[config.mk]
export PLATFORM = sky130hd
export DESIGN_NAME = ama_riscv_fetch
export DESIGN_NICKNAME = d
export VERILOG_FILES = /design/src/rtl/ama_riscv_fetch.sv
export SDC_FILE = /design/constraint.sdc
export NUM_CORES = 1
export LEC_CHECK = 0
export CAP_MARGIN = 20
export CORE_MARGIN = 2
export CORE_UTILIZATION = 45
export CTS_CLUSTER_SIZE = 12
export DETAILED_ROUTE_END_ITERATION = 6
export DONT_BUFFER_PORTS = 1
export GPL_ROUTABILITY_DRIVEN = 0
export GPL_TIMING_DRIVEN = 0
export HOLD_SLACK_MARGIN = 0.02
export PLACE_DENSITY = 0.69
export SYNTH_ARGS = -nofsm -noshare
export SYNTH_HDL_FRONTEND = slang
export SYNTH_SLANG_ARGS = --single-unit
[constraint.sdc]
create_clock -name clk -period 8.45 [get_ports clk]
set_clock_uncertainty 0.1 [all_clocks]
set_input_delay 1.2675 -clock clk [delete_from_list [all_inputs] [get_ports clk]]
set_output_delay 1.2675 -clock clk [all_outputs]
set_load 0.1 [all_outputs]
[src/rtl/ama_riscv_fetch.sv]
// Instruction-fetch stage: owns the fetch PC, issues credit-limited IMEM requests,
// buffers in-order responses in a small queue and drives the IF/ID register.
module ama_riscv_fetch #(
  parameter logic [31:0] RESET_VECTOR = 32'h0000_0000,
  parameter int unsigned FQ_DEPTH     = 2,
  parameter logic [31:0] NOP_INST     = 32'h0000_0013
) (
  input  logic        clk,
  input  logic        rst,
  input  logic [1:0]  pc_sel,
  input  logic        pc_we,
  input  logic        stall_if,
  input  logic        clear_id,
  input  logic [31:0] alu_out,
  output logic        imem_req,
  output logic [31:0] imem_addr,
  input  logic        imem_ready,
  input  logic        imem_rsp_valid,
  input  logic [31:0] imem_rsp_data,
  output logic [31:0] inst_id,
  output logic [31:0] pc_id,
  output logic        inst_valid_id,
  output logic        fetch_misalign
);

  typedef enum logic [1:0] {
    PC_SEL_START_ADDR = 2'd0,
    PC_SEL_INC4       = 2'd1,
    PC_SEL_ALU        = 2'd2
  } pc_sel_e;

  localparam int unsigned CW = $clog2(FQ_DEPTH + 1);
  localparam int unsigned PW = (FQ_DEPTH > 1) ? $clog2(FQ_DEPTH) : 1;
  localparam logic [CW-1:0] DEPTH_C  = CW'(FQ_DEPTH);
  localparam logic [PW-1:0] LAST_IDX = PW'(FQ_DEPTH - 1);

  function automatic logic [PW-1:0] ptr_inc(input logic [PW-1:0] p);
    return (p == LAST_IDX) ? '0 : p + PW'(1);
  endfunction

  logic [31:0]   fetch_pc_q, fetch_pc_d;
  logic [CW-1:0] outst_q, outst_d;
  logic [CW-1:0] drop_cnt_q, drop_cnt_d;
  logic [CW-1:0] fq_cnt_q, fq_cnt_d;
  logic [PW-1:0] fq_rd_q, fq_rd_d, fq_wr_q, fq_wr_d;
  logic [31:0]   fq_inst_q [FQ_DEPTH];
  logic [31:0]   fq_inst_d [FQ_DEPTH];
  logic [31:0]   fq_pc_q   [FQ_DEPTH];
  logic [31:0]   fq_pc_d   [FQ_DEPTH];
  logic [PW-1:0] pcf_rd_q, pcf_rd_d, pcf_wr_q, pcf_wr_d;
  logic [31:0]   pcf_q [FQ_DEPTH];
  logic [31:0]   pcf_d [FQ_DEPTH];
  logic [31:0]   inst_id_q, inst_id_d;
  logic [31:0]   pc_id_q, pc_id_d;
  logic          inst_valid_id_q, inst_valid_id_d;
  logic          fetch_misalign_q, fetch_misalign_d;

  logic start_sel, redirect, flush, credit_ok, accept;
  logic rsp_drop, rsp_keep, pop_ok, fq_empty, fq_full, bypass, fq_pop, fq_push;
  logic [31:0] rsp_pc;
  logic unused_alu_bit;

  assign unused_alu_bit = alu_out[0];

  assign start_sel = (pc_sel == PC_SEL_START_ADDR);
  assign redirect  = pc_we && (pc_sel == PC_SEL_ALU);
  assign flush     = start_sel || redirect;
  assign credit_ok = ({1'b0, fq_cnt_q} + {1'b0, outst_q}) < {1'b0, DEPTH_C};
  assign imem_req  = rst && credit_ok && !flush;
  assign imem_addr = fetch_pc_q;
  assign accept    = imem_req && imem_ready;

  // Responses are in order: the first drop_cnt of them belong to flushed requests.
  assign rsp_drop = imem_rsp_valid && (drop_cnt_q != '0);
  assign rsp_keep = imem_rsp_valid && (drop_cnt_q == '0) && !flush;
  assign rsp_pc   = pcf_q[pcf_rd_q];
  assign pop_ok   = !flush && !clear_id && !stall_if;
  assign fq_empty = (fq_cnt_q == '0);
  assign fq_full  = (fq_cnt_q == DEPTH_C);
  assign bypass   = rsp_keep && fq_empty && pop_ok;
  assign fq_pop   = pop_ok && !fq_empty;
  assign fq_push  = rsp_keep && !bypass;

  always_comb begin
    fetch_pc_d = fetch_pc_q;
    if (start_sel) begin
      fetch_pc_d = RESET_VECTOR;
    end else if (redirect) begin
      fetch_pc_d = {alu_out[31:2], 2'b00};
    end else if (accept) begin
      fetch_pc_d = fetch_pc_q + 32'd4;
    end
    fetch_misalign_d = redirect && alu_out[1];
  end

  always_comb begin
    outst_d = outst_q;
    if (accept) begin
      outst_d = outst_d + CW'(1);
    end
    if (imem_rsp_valid) begin
      outst_d = outst_d - CW'(1);
    end
    drop_cnt_d = drop_cnt_q;
    if (flush) begin
      drop_cnt_d = imem_rsp_valid ? outst_q - CW'(1) : outst_q;
    end else if (rsp_drop) begin
      drop_cnt_d = drop_cnt_q - CW'(1);
    end
  end

  // Request-PC FIFO: flushed requests never pop it, so a flush simply empties it.
  always_comb begin
    pcf_d    = pcf_q;
    pcf_rd_d = pcf_rd_q;
    pcf_wr_d = pcf_wr_q;
    if (flush) begin
      pcf_rd_d = '0;
      pcf_wr_d = '0;
    end else begin
      if (accept) begin
        pcf_d[pcf_wr_q] = fetch_pc_q;
        pcf_wr_d        = ptr_inc(pcf_wr_q);
      end
      if (rsp_keep) begin
        pcf_rd_d = ptr_inc(pcf_rd_q);
      end
    end
  end

  always_comb begin
    fq_inst_d = fq_inst_q;
    fq_pc_d   = fq_pc_q;
    fq_rd_d   = fq_rd_q;
    fq_wr_d   = fq_wr_q;
    fq_cnt_d  = fq_cnt_q;
    if (flush) begin
      fq_rd_d  = '0;
      fq_wr_d  = '0;
      fq_cnt_d = '0;
    end else begin
      if (fq_push) begin
        fq_inst_d[fq_wr_q] = imem_rsp_data;
        fq_pc_d[fq_wr_q]   = rsp_pc;
        fq_wr_d            = ptr_inc(fq_wr_q);
      end
      if (fq_pop) begin
        fq_rd_d = ptr_inc(fq_rd_q);
      end
      case ({fq_push, fq_pop})
        2'b10:   fq_cnt_d = fq_cnt_q + CW'(1);
        2'b01:   fq_cnt_d = fq_cnt_q - CW'(1);
        default: fq_cnt_d = fq_cnt_q;
      endcase
    end
  end

  always_comb begin
    inst_id_d       = NOP_INST;
    pc_id_d         = pc_id_q;
    inst_valid_id_d = 1'b0;
    if (fq_pop) begin
      inst_id_d       = fq_inst_q[fq_rd_q];
      pc_id_d         = fq_pc_q[fq_rd_q];
      inst_valid_id_d = 1'b1;
    end else if (bypass) begin
      inst_id_d       = imem_rsp_data;
      pc_id_d         = rsp_pc;
      inst_valid_id_d = 1'b1;
    end
  end

  always_ff @(posedge clk or negedge rst) begin
    if (!rst) begin
      fetch_pc_q       <= RESET_VECTOR;
      outst_q          <= '0;
      drop_cnt_q       <= '0;
      fq_cnt_q         <= '0;
      fq_rd_q          <= '0;
      fq_wr_q          <= '0;
      pcf_rd_q         <= '0;
      pcf_wr_q         <= '0;
      inst_id_q        <= NOP_INST;
      pc_id_q          <= RESET_VECTOR;
      inst_valid_id_q  <= 1'b0;
      fetch_misalign_q <= 1'b0;
    end else begin
      fetch_pc_q       <= fetch_pc_d;
      outst_q          <= outst_d;
      drop_cnt_q       <= drop_cnt_d;
      fq_cnt_q         <= fq_cnt_d;
      fq_rd_q          <= fq_rd_d;
      fq_wr_q          <= fq_wr_d;
      pcf_rd_q         <= pcf_rd_d;
      pcf_wr_q         <= pcf_wr_d;
      inst_id_q        <= inst_id_d;
      pc_id_q          <= pc_id_d;
      inst_valid_id_q  <= inst_valid_id_d;
      fetch_misalign_q <= fetch_misalign_d;
    end
  end

  // Payload storage is qualified by the pointers/counts, so it needs no reset.
  always_ff @(posedge clk) begin
    fq_inst_q <= fq_inst_d;
    fq_pc_q   <= fq_pc_d;
    pcf_q     <= pcf_d;
  end

  assign inst_id        = inst_id_q;
  assign pc_id          = pc_id_q;
  assign inst_valid_id  = inst_valid_id_q;
  assign fetch_misalign = fetch_misalign_q;

  assert property (@(posedge clk) disable iff (!rst) !(fq_push && fq_full && !fq_pop));
  assert property (@(posedge clk) disable iff (!rst) (outst_q <= DEPTH_C) && (drop_cnt_q <= outst_q));

endmodule

# Yosys cells after proc, flatten, opt, wreduce, memory -nomap -nowiden
# Index checks and enable logic that the tools add are counted.
# totals
wordCells,125
ff_bits,300
# classes
eq_ne,3
n_reduce_logical,36
n_lt_le_gt_ge,7
add_sub_neg,12
muxes,44
n_bitwise,5
# op_table
cell,n
$mux W32,18
$bwmux W64,3
$demux W32 S1,2
$add A32 B3 Y32 const B,1
$logic_and A1 B1 Y1,16
$mux W1,14
$reduce_bool A2 Y1,7
$mux W2,6
$ge A2 B2 Y1 const B,4
$not A1 Y2,4
$sub A2 B1 Y2 const B,4
$logic_not A2 Y1,3
$reduce_bool A3 Y1,2
$logic_not A1 Y1,5
$add A1 B1 Y1 const B,4
$add A2 B1 Y2 const B,2
$eq A2 B2 Y1 const B,2
$lt A2 B1 Y1 const B,2
$pmux W2 S2,1
$reduce_and A2 Y1,2
$add A2 B2 Y3,1
$lt A3 B2 Y1 const B,1
$eq A2 B1 Y1 const B,1
$logic_or A1 B1 Y1,1
$not A1 Y1,1

# Logic depth before layout (Yosys ltp)
# Gate-level depths: netlist of the first run.
# logic_depth
word_depth,12
ltp_mapped,8

# Worst setup path after synthesis of the first run
# Ideal clock, no wire load.
# synth_path
path_type,input -> register
startpoint,in pc_we
endpoint,reg fq_inst_q[0] (netlist name) (enable)
arrival_time_ps,8282
setup_time_ps,657
setup_slack_ps,-589
path_buffers,1
stages,5
required_time_ps,7693
cell_sequence,nand2b_1 -> a211o_1 -> nor2_1 -> buf_2 -> nor4b_1
# synth_via
elab_chain_cells,9
word_cells_on_any_way,12
classes_between,bitwise: 1; reduce/logical: 11
# synth_lines
item,line_no,source
from (decl),11,"input logic pc_we,"
$logic_and A1 B1 Y1 (*),66,assign redirect = pc_we && (pc_sel == PC_SEL_ALU);
$logic_or A1 B1 Y1 (*),67,assign flush = start_sel || redirect;
$logic_not A1 Y1,"75, 77",
"$logic_and A1 B1 Y1, on equally long branches","75, 77",
"$logic_and A1 B1 Y1, on equally long branches","80, 77",
$logic_and A1 B1 Y1,80,assign bypass = rsp_keep && fq_empty && pop_ok;
$logic_not A1 Y1,82,assign fq_push = rsp_keep && !bypass;
$logic_and A1 B1 Y1,82,
$reduce_and A2 Y1 (no source line) (*),--,
to (signal assigned),205,fq_inst_q <= fq_inst_d;
to (decl),46,logic [31:0] fq_inst_q [FQ_DEPTH];
# Every way passes the cells marked *; elsewhere a longest branch is shown, timed or not.
# A chain may end at the register's enable or synchronous reset.

# Worst setup path after layout of the first run
# layout_path
startpoint,in pc_we
endpoint,out imem_req
# layout_via
elab_chain_cells,4
# layout_lines
item,line_no,source
$logic_and A1 B1 Y1,66,
$logic_or A1 B1 Y1,67,
$logic_not A1 Y1,69,assign imem_req = rst && credit_ok && !flush;
$logic_and A1 B1 Y1,69,
to (decl),15,"output logic imem_req,"
# Every way passes these cells.

==> impl_metrics.csv, run 1 <==
group,metric,value,unit
status,status,"finished clean",
yosys,yosysWarnings,0,
worst_hold_path,holdCritPathClass,"in -> async",
power_and_ir_drop,leakage,4.64,nW
detailed_routing,vias,6696,
cells_and_area,final_common_cell,"edfxtp_1",
detailed_routing,drtIter0Drc,383,
setup_path,critical_path.max_fanout,7,
cells_and_area,fin_nets,932,
cells_and_area,diodes,0,
grt,grt_max_degree,108,
cells_and_area,postLayoutCoreUtil,0.522,
floorplanning,fp.coreArea,0.0252,mm^2
sta,finalCriticalPeriod,3940,ps
yosys,syn_area_per_cell,14.3,um^2
clock_tree,cts_buffers,29,
setup_path,path_class,"in -> out",
power_and_ir_drop,internal_power,0.00266,W
clock_tree,cts_tree,"done",
cells_and_area,most-common-layout-cells,"184 x edfxtp_1, 101 x dfrtp_1, 87 x o21ai_0, 65 x nand2_1, 61 x mux2i_1",
sta,hold_viol,0,
floorplanning,ios,172,
clock_tree,insertion_delay,530,ps
yosys,synth_seq_area_share,0.706,
setup_path,arrival,2570,ps
floorplanning,initial_utilization,0.457,
floorplanning,num_rows,58,
yosys,synth_flop_cell,"edfxtp_1",
yosys,synth_top_cell_by_area,"edfxtp_1",
setup_path,worst_setup_path_end_kind,"output port",
clock_tree,cts_buffer_depth,3,
yosys,syn_inst,806,
sta,relSlewSlack,0.205,
sta,finalCritPeriodShare,0.466,
sta,worst_slew_pin_slew,1190,ps
run,max_cap_violations,0,
power_and_ir_drop,vdd_drop_max,129,uV
place,portBuffers,0,
cells_and_area,layout-drive-gt1-share,0.131,
yosys,netlist_top_cells_area,"edfxtp_1 48%, dfrtp_1 22%, mux2i_1 5.3%, o21ai_0 3.8%, mux2_2 3.2%",
sta,rsz0062_at_grt,"false",
place,dpl.hpwl,16500,um
sta,fmax,254,MHz
clock_tree,cts_resized,0,
grt,grt_pass1_vias,6825,
detailed_routing,drt-total-wl,24600,um
setup_path,r2r_end,"fq_inst_q[30]",
sta,finalSetupTns,0,ps
grt,grt_pass1_wl,38600,um
clock_tree,post-cts-setup-buffers,0,
detailed_routing,avgRoutedWirePerCell,20.4,um
setup_path,reg2reg_slack,4900,ps
clock_tree,htree_levels,1,
detailed_routing,via_per_inst,5.54,
power_and_ir_drop,finalPower,0.00429,W
clock_tree,numClockSinks,288,
power_and_ir_drop,swShare,0.380,
setup_path,rr_worst_depth,9,
detailed_routing,drtAntennaViolNets,0,
yosys,synthesis.area,0.0115,mm^2
power_and_ir_drop,powerDensity,326,mW/mm^2
power_and_ir_drop,power_frac_comb,0.135,
grt,overflow,0,
detailed_routing,route.detailed.drc,0,
yosys,synth_enable_flop_cells,184,
setup_path,cp.required,7080,ps
yosys,async_flop_share,0.361,
yosys,synthDistinctLibCells,47,
clock_tree,path_clk_slew,60,ps
sta,slew_violations,0,
yosys,synth_top_area_share,0.480,
power_and_ir_drop,pwr-share-seq,0.586,
power_and_ir_drop,clkPwrFrac,0.279,
clock_tree,clock-root-buffer,"clkbuf_16",
sta,setup_viol,0,
cells_and_area,syn_to_final_growth,14.1,%
yosys,ys_seq_elements,288,
setup_path,r2r-start,"drop_cnt_q[0]",
clock_tree,cts_hold_buffers,0,
floorplanning,dieArea,0.0269,mm^2
floorplanning,die_y,164,um
grt,grt_use_total,0.186,
floorplanning,die_width,164,um
setup_path,setup.worst_path.start_class,"primary input",
cells_and_area,fill_cells,2056,
detailed_routing,firstDrtPassIters,4,
grt,antenna_found_initial,0,
power_and_ir_drop,p_sw,0.00163,W
## worst max path at each step
stage,slack [ps],cells after the start,end,start
after CTS,4520,5,imem_req,pc_we
after global placement,-130,5,fq_inst_q[17],imem_rsp_valid
final,4510,5,imem_req,pc_we
after floorplan,2230,4,imem_req,pc_we
after detailed placement,4340,7,fq_inst_q[29],imem_rsp_valid
after global routing,4450,5,imem_req,pc_we
## cells in the mapped netlist, types with 3 or more instances
library cell,number
a21oi_1,12
a22oi_1,4
and2_1,3
and3_1,4
buf_1,9
buf_2,6
buf_4,4
clkbuf_1,27
dfrtp_1,101
dfstp_2,3
edfxtp_1,184
inv_1,6
mux2_2,33
mux2i_1,61
nand2_1,65
nand2b_1,33
nand3_1,22
nand4_1,9
nor2_1,22
nor3_1,11
nor4_1,4
nor4b_1,4
o211ai_1,36
o21ai_0,87
o22a_1,3
o311ai_0,3
or2_2,6
xnor2_1,5
xor2_1,15
## power by group through the flow
| stage | Combinational (W) | Sequential [W] | Clock [W] |
|---|---|---|---|
| floorplan | 0.000407 | 0.00250 | 0 |
| global placement | 0.000500 | 0.00257 | 0 |
| detailed placement | 0.000563 | 0.00255 | 0 |
| CTS | 0.000571 | 0.00253 | 0.00122 |
| global route | 0.000642 | 0.00254 | 0.00128 |
| finish | 0.000579 | 0.00251 | 0.00119 |
## per-stage QoR
step                      area [um^2]  setup slack [ps]  std cells  hold WS, ps
after floorplan                 11500              2230        809          405
after global placement          11900              -128       1139          410
after detailed placement        12200              4340       1153          424
after CTS                       13100              4520       1206          303
after global routing            13100              4450       1208          299
final                           13100              4510       1208          330
## state kept, by name, summed over array words and instances (netlist names)
| name | flops |
|---|---|
| pcf_rd_q | 1 |
| pc_id | 30 |
| fetch_misalign | 1 |
| fq_wr_q | 1 |
| fq_rd_q | 1 |
| fq_pc_q | 60 |
| fq_cnt_q | 2 |
| fq_inst_q | 64 |
| inst_valid_id | 1 |
| inst_id | 32 |
| pcf_wr_q | 1 |
| imem_addr | 30 |
| outst_q | 2 |
| drop_cnt_q | 2 |
| pcf_q | 60 |
## final cells by class
| type | count | area [um^2] | share of cell area |
|---|---|---|---|
| Clock inverter | 3 | 40.0 | 0.00305 |
| Tap cell | 330 | 413 | 0.0314 |
| Inverter | 6 | 22.5 | 0.00171 |
| Multi-Input combinational cell | 469 | 3220 | 0.245 |
| Clock buffer | 50 | 845 | 0.0643 |
| Timing Repair Buffer | 16 | 270 | 0.0206 |
| Sequential cell | 288 | 8130 | 0.619 |
| Buffer | 46 | 195 | 0.0149 |
## kinds of logic (layout without fill, tap and decap cells)
| family | count (synthesis) | after routing | synth area share |
|---|---|---|---|
| AOI/OAI and AO/OA | 155 | 155 | 0.0804 |
| xor gates and xnor gates | 20 | 20 | 0.0152 |
| muxes | 94 | 94 | 0.0853 |
| other | 1 | 4 | 0.000326 |
| and+or+nand+nor | 193 | 193 | 0.0896 |
| buffers and inverters | 52 | 121 | 0.0189 |
| adders and majority gates | 3 | 3 | 0.00391 |
| DFF | 288 | 288 | 0.706 |
## layer usage
layer,global-route usage,routed length [um],share of wire
met1,0.252,10600,0.43
met3,0.0518,2120,0.086
met4,0.0447,441,0.018
met5,0,0,0
met2,0.299,11400,0.46
## critical path, stage by stage
cell and delay (ps):
nand2b_1 150, and2_1 160, clkbuf_1 250, nor4b_2 510, buf_16 230
Note: power is estimated with default switching activity, not from simulation.
==> inputs of run 2 (changes only) <==
- ABC_AREA: not set -> 1
- clock period: 8.45 -> 3.5 ns (I/O delays scaled with it)
==> impl_metrics.csv, run 2 <==
group,metric,value,unit
yosys,synth_top_cell_by_area,"edfxtp_1",
place,portBuffers,0,
place,dp_cells,1466,
setup_path,reg2reg_slack,630,ps
detailed_routing,drtAntennaViolNets,0,
setup_path,setup.worst_path.start_class,"flop",
sta,fmax,348,MHz
power_and_ir_drop,pwr-share-seq,0.582,
setup_path,r2r-start,"imem_addr[3]",
yosys,synth.area.mux_share,0.0556,
yosys,yosysWarnings,0,
floorplanning,initial_utilization,0.455,
grt,grt_max_degree,105,
setup_path,cp-endpoint,"imem_addr[24]",
cells_and_area,layout.cells.non_filler,1564,
cells_and_area,largest_reg_flops,64,
power_and_ir_drop,p_sw,0.00579,W
yosys,synth_top_family_by_area,"simple AND/OR/NAND/NOR gates",
place,dp_worst_setup_slack,656,ps
yosys,synth_flop_cell,"edfxtp_1",
yosys,syn_area_per_cell,10.9,um^2
cells_and_area,syn_to_final_growth,16.2,%
yosys,synth_most_common_cell,"nand2_1",
sta,setup_viol,0,
setup_path,path_class,"reg -> reg",
yosys,synth_top_area_share,0.453,
yosys,synthesis.area,0.0122,mm^2
power_and_ir_drop,swShare,0.451,
setup_path,r2r_end,"imem_addr[24]",
cells_and_area,layout-drive-gt1-share,0.107,
status,status,"finished clean",
clock_tree,htree_levels,1,
floorplanning,die_width,169,um
detailed_routing,avgRoutedWirePerCell,17.2,um
detailed_routing,route.detailed.drc,0,
sta,finalCritPeriodShare,0.821,
grt,grt_pass1_wl,42600,um
detailed_routing,vias,8133,
sta,relSlewSlack,0.229,
clock_tree,cts_buffer_depth,3,
sta,finalCriticalPeriod,2870,ps
setup_path,arrival,3200,ps
cells_and_area,postLayoutCoreUtil,0.529,
clock_tree,cts_buffers,31,
yosys,async_flop_share,0.361,
place,dpl.hpwl,18000,um
yosys,synth_xor_xnor_area_share,0.00718,
yosys,synth_compound_area_frac,0.0436,
setup_path,critical_path.max_fanout,7,
setup_path,worst_setup_path_end_kind,"flop",
floorplanning,fp.coreArea,0.0268,mm^2
detailed_routing,drtIter0Drc,646,
sta,whs,107,ps
clock_tree,cts_hold_buffers,35,
cells_and_area,most-common-layout-cells,"308 x nand2_1, 184 x edfxtp_1, 163 x nor2_1, 101 x dfrtp_1, 73 x nand3_1",
setup_path,crit_start,"imem_addr[3]",
cells_and_area,largest_register,"fq_inst_q",
clock_tree,cts_resized,0,
detailed_routing,firstDrtPassIters,5,
yosys,synth_seq_area_share,0.667,
power_and_ir_drop,leakage,5.68,nW
clock_tree,clock-root-buffer,"clkbuf_16",
yosys,synth_enable_flop_cells,184,
clock_tree,path_clk_slew,60,ps
clock_tree,cts_tree,"done",
grt,overflow,0,
yosys,ys_top_cells_by_count,"308 x nand2_1, 184 x edfxtp_1, 167 x nor2_1",
yosys,netlist_top_cells_area,"edfxtp_1 45%, dfrtp_1 21%, nand2_1 9.5%, nor2_1 5.1%, nand3_1 3.0%",
run,max_cap_violations,0,
yosys,yosys.area_share.simple,0.188,
grt,grt_pass1_vias,8049,
yosys,synth_adder_area_share,0.00369,
cells_and_area,reg_top3,"fq_inst_q x64, fq_pc_q x60, pcf_q x60",
sta,hold_viol,0,
clock_tree,numClockSinks,288,
yosys,synthDistinctLibCells,38,
detailed_routing,drt-total-wl,26800,um
cells_and_area,final_common_cell,"nand2_1",
sta,worst_slew_pin_slew,1160,ps
power_and_ir_drop,power_frac_comb,0.184,
cells_and_area,fin_nets,1274,
power_and_ir_drop,clkPwrFrac,0.235,
floorplanning,ios,172,
power_and_ir_drop,internal_power,0.00704,W
setup_path,rr_worst_depth,10,
floorplanning,dieArea,0.0284,mm^2
worst_hold_path,min_from,"imem_ready",
floorplanning,die_y,169,um
worst_hold_path,holdCritPathClass,"in -> reg",
sta,layout_setup_ws,625,ps
cells_and_area,diodes,0,
detailed_routing,via_per_inst,5.20,
clock_tree,insertion_delay,550,ps
floorplanning,num_rows,60,
place,placed_area,0.0128,mm^2
yosys,syn_inst,1117,
grt,grt_use_total,0.190,
power_and_ir_drop,powerDensity,905,mW/mm^2
sta,slew_violations,0,
cells_and_area,finalInstanceArea,0.0142,mm^2
grt,antenna_found_initial,0,
setup_path,cp.required,3830,ps
yosys,ys_seq_elements,288,
sta,rsz0062_at_grt,"false",
clock_tree,post-cts-setup-buffers,0,
power_and_ir_drop,vdd_drop_max,599,uV
run 2: stage by stage:
stage	total power [W]	setup TNS, ps
5_1_grt	0.0134	0
3_5_place_dp	0.00969	0
4_1_cts	0.0128	0
2_1_floorplan	0.00893	0
6_report	0.0128	0
3_3_place_gp	0.00955	-90960
run 2: cells by family (layout without fill, tap and decap cells):
family,count (synthesis),in the layout
AOI/OAI and AO/OA,89,89
and+or+nand+nor,565,565
other,1,4
muxes,64,64
xor gates and xnor gates,10,10
DFF,288,288
buffers and inverters,97,200
adders and majority gates,3,3
run 2: worst min path at each step:
stage | to | slack (ps) | depth (start not counted)
after global routing | outst_q[1] | 110 | 3
final | outst_q[1] | 110 | 3
after detailed placement | inst_id[5] | 130 | 0
after global placement | inst_id[5] | 130 | 0
after floorplan | drop_cnt_q[0] | 130 | 0
after CTS | outst_q[1] | 90 | 3
run 2: power by group through the flow:
stage | Clock [W] | Sequential, W | Combinational (W)
CTS | 0.00307 | 0.00759 | 0.00212
floorplan | 0 | 0.00738 | 0.00154
finish | 0.00301 | 0.00746 | 0.00235
detailed placement | 0 | 0.00766 | 0.00203
global placement | 0 | 0.00765 | 0.00190
global route | 0.00320 | 0.00756 | 0.00264
run 2: per-layer routing:
layer | vias to the layer above | share of wire | GRT usage
met5 | - | 0 | 0
met4 | 0 | 0.025 | 0.0536
met3 | 51 | 0.077 | 0.0468
met2 | 285 | 0.46 | 0.312
met1 | 3863 | 0.43 | 0.253
li1 | 3934 | - | -
run 2: cell type report:
class | instances | area [um^2]
inverters | 49 | 184
well taps | 341 | 427
flip-flops and latches | 288 | 8130
multi-input cells | 735 | 3680
plain buffers | 48 | 240
clock inverters | 10 | 85.1
clock buffers | 48 | 860
repair buffers | 45 | 564
fillers | 2255 | 12600
run 2: worst max-delay path, cell delays in order (launching register included):
cell,delay (ps)
dfrtp_1,1100
ha_1,450
inv_1,110
nor2_1,280
nand2_1,170
inv_1,190
nand2_1,70
nand2_1,50
nand3_1,100
nand2_1,90
nand2_1,50
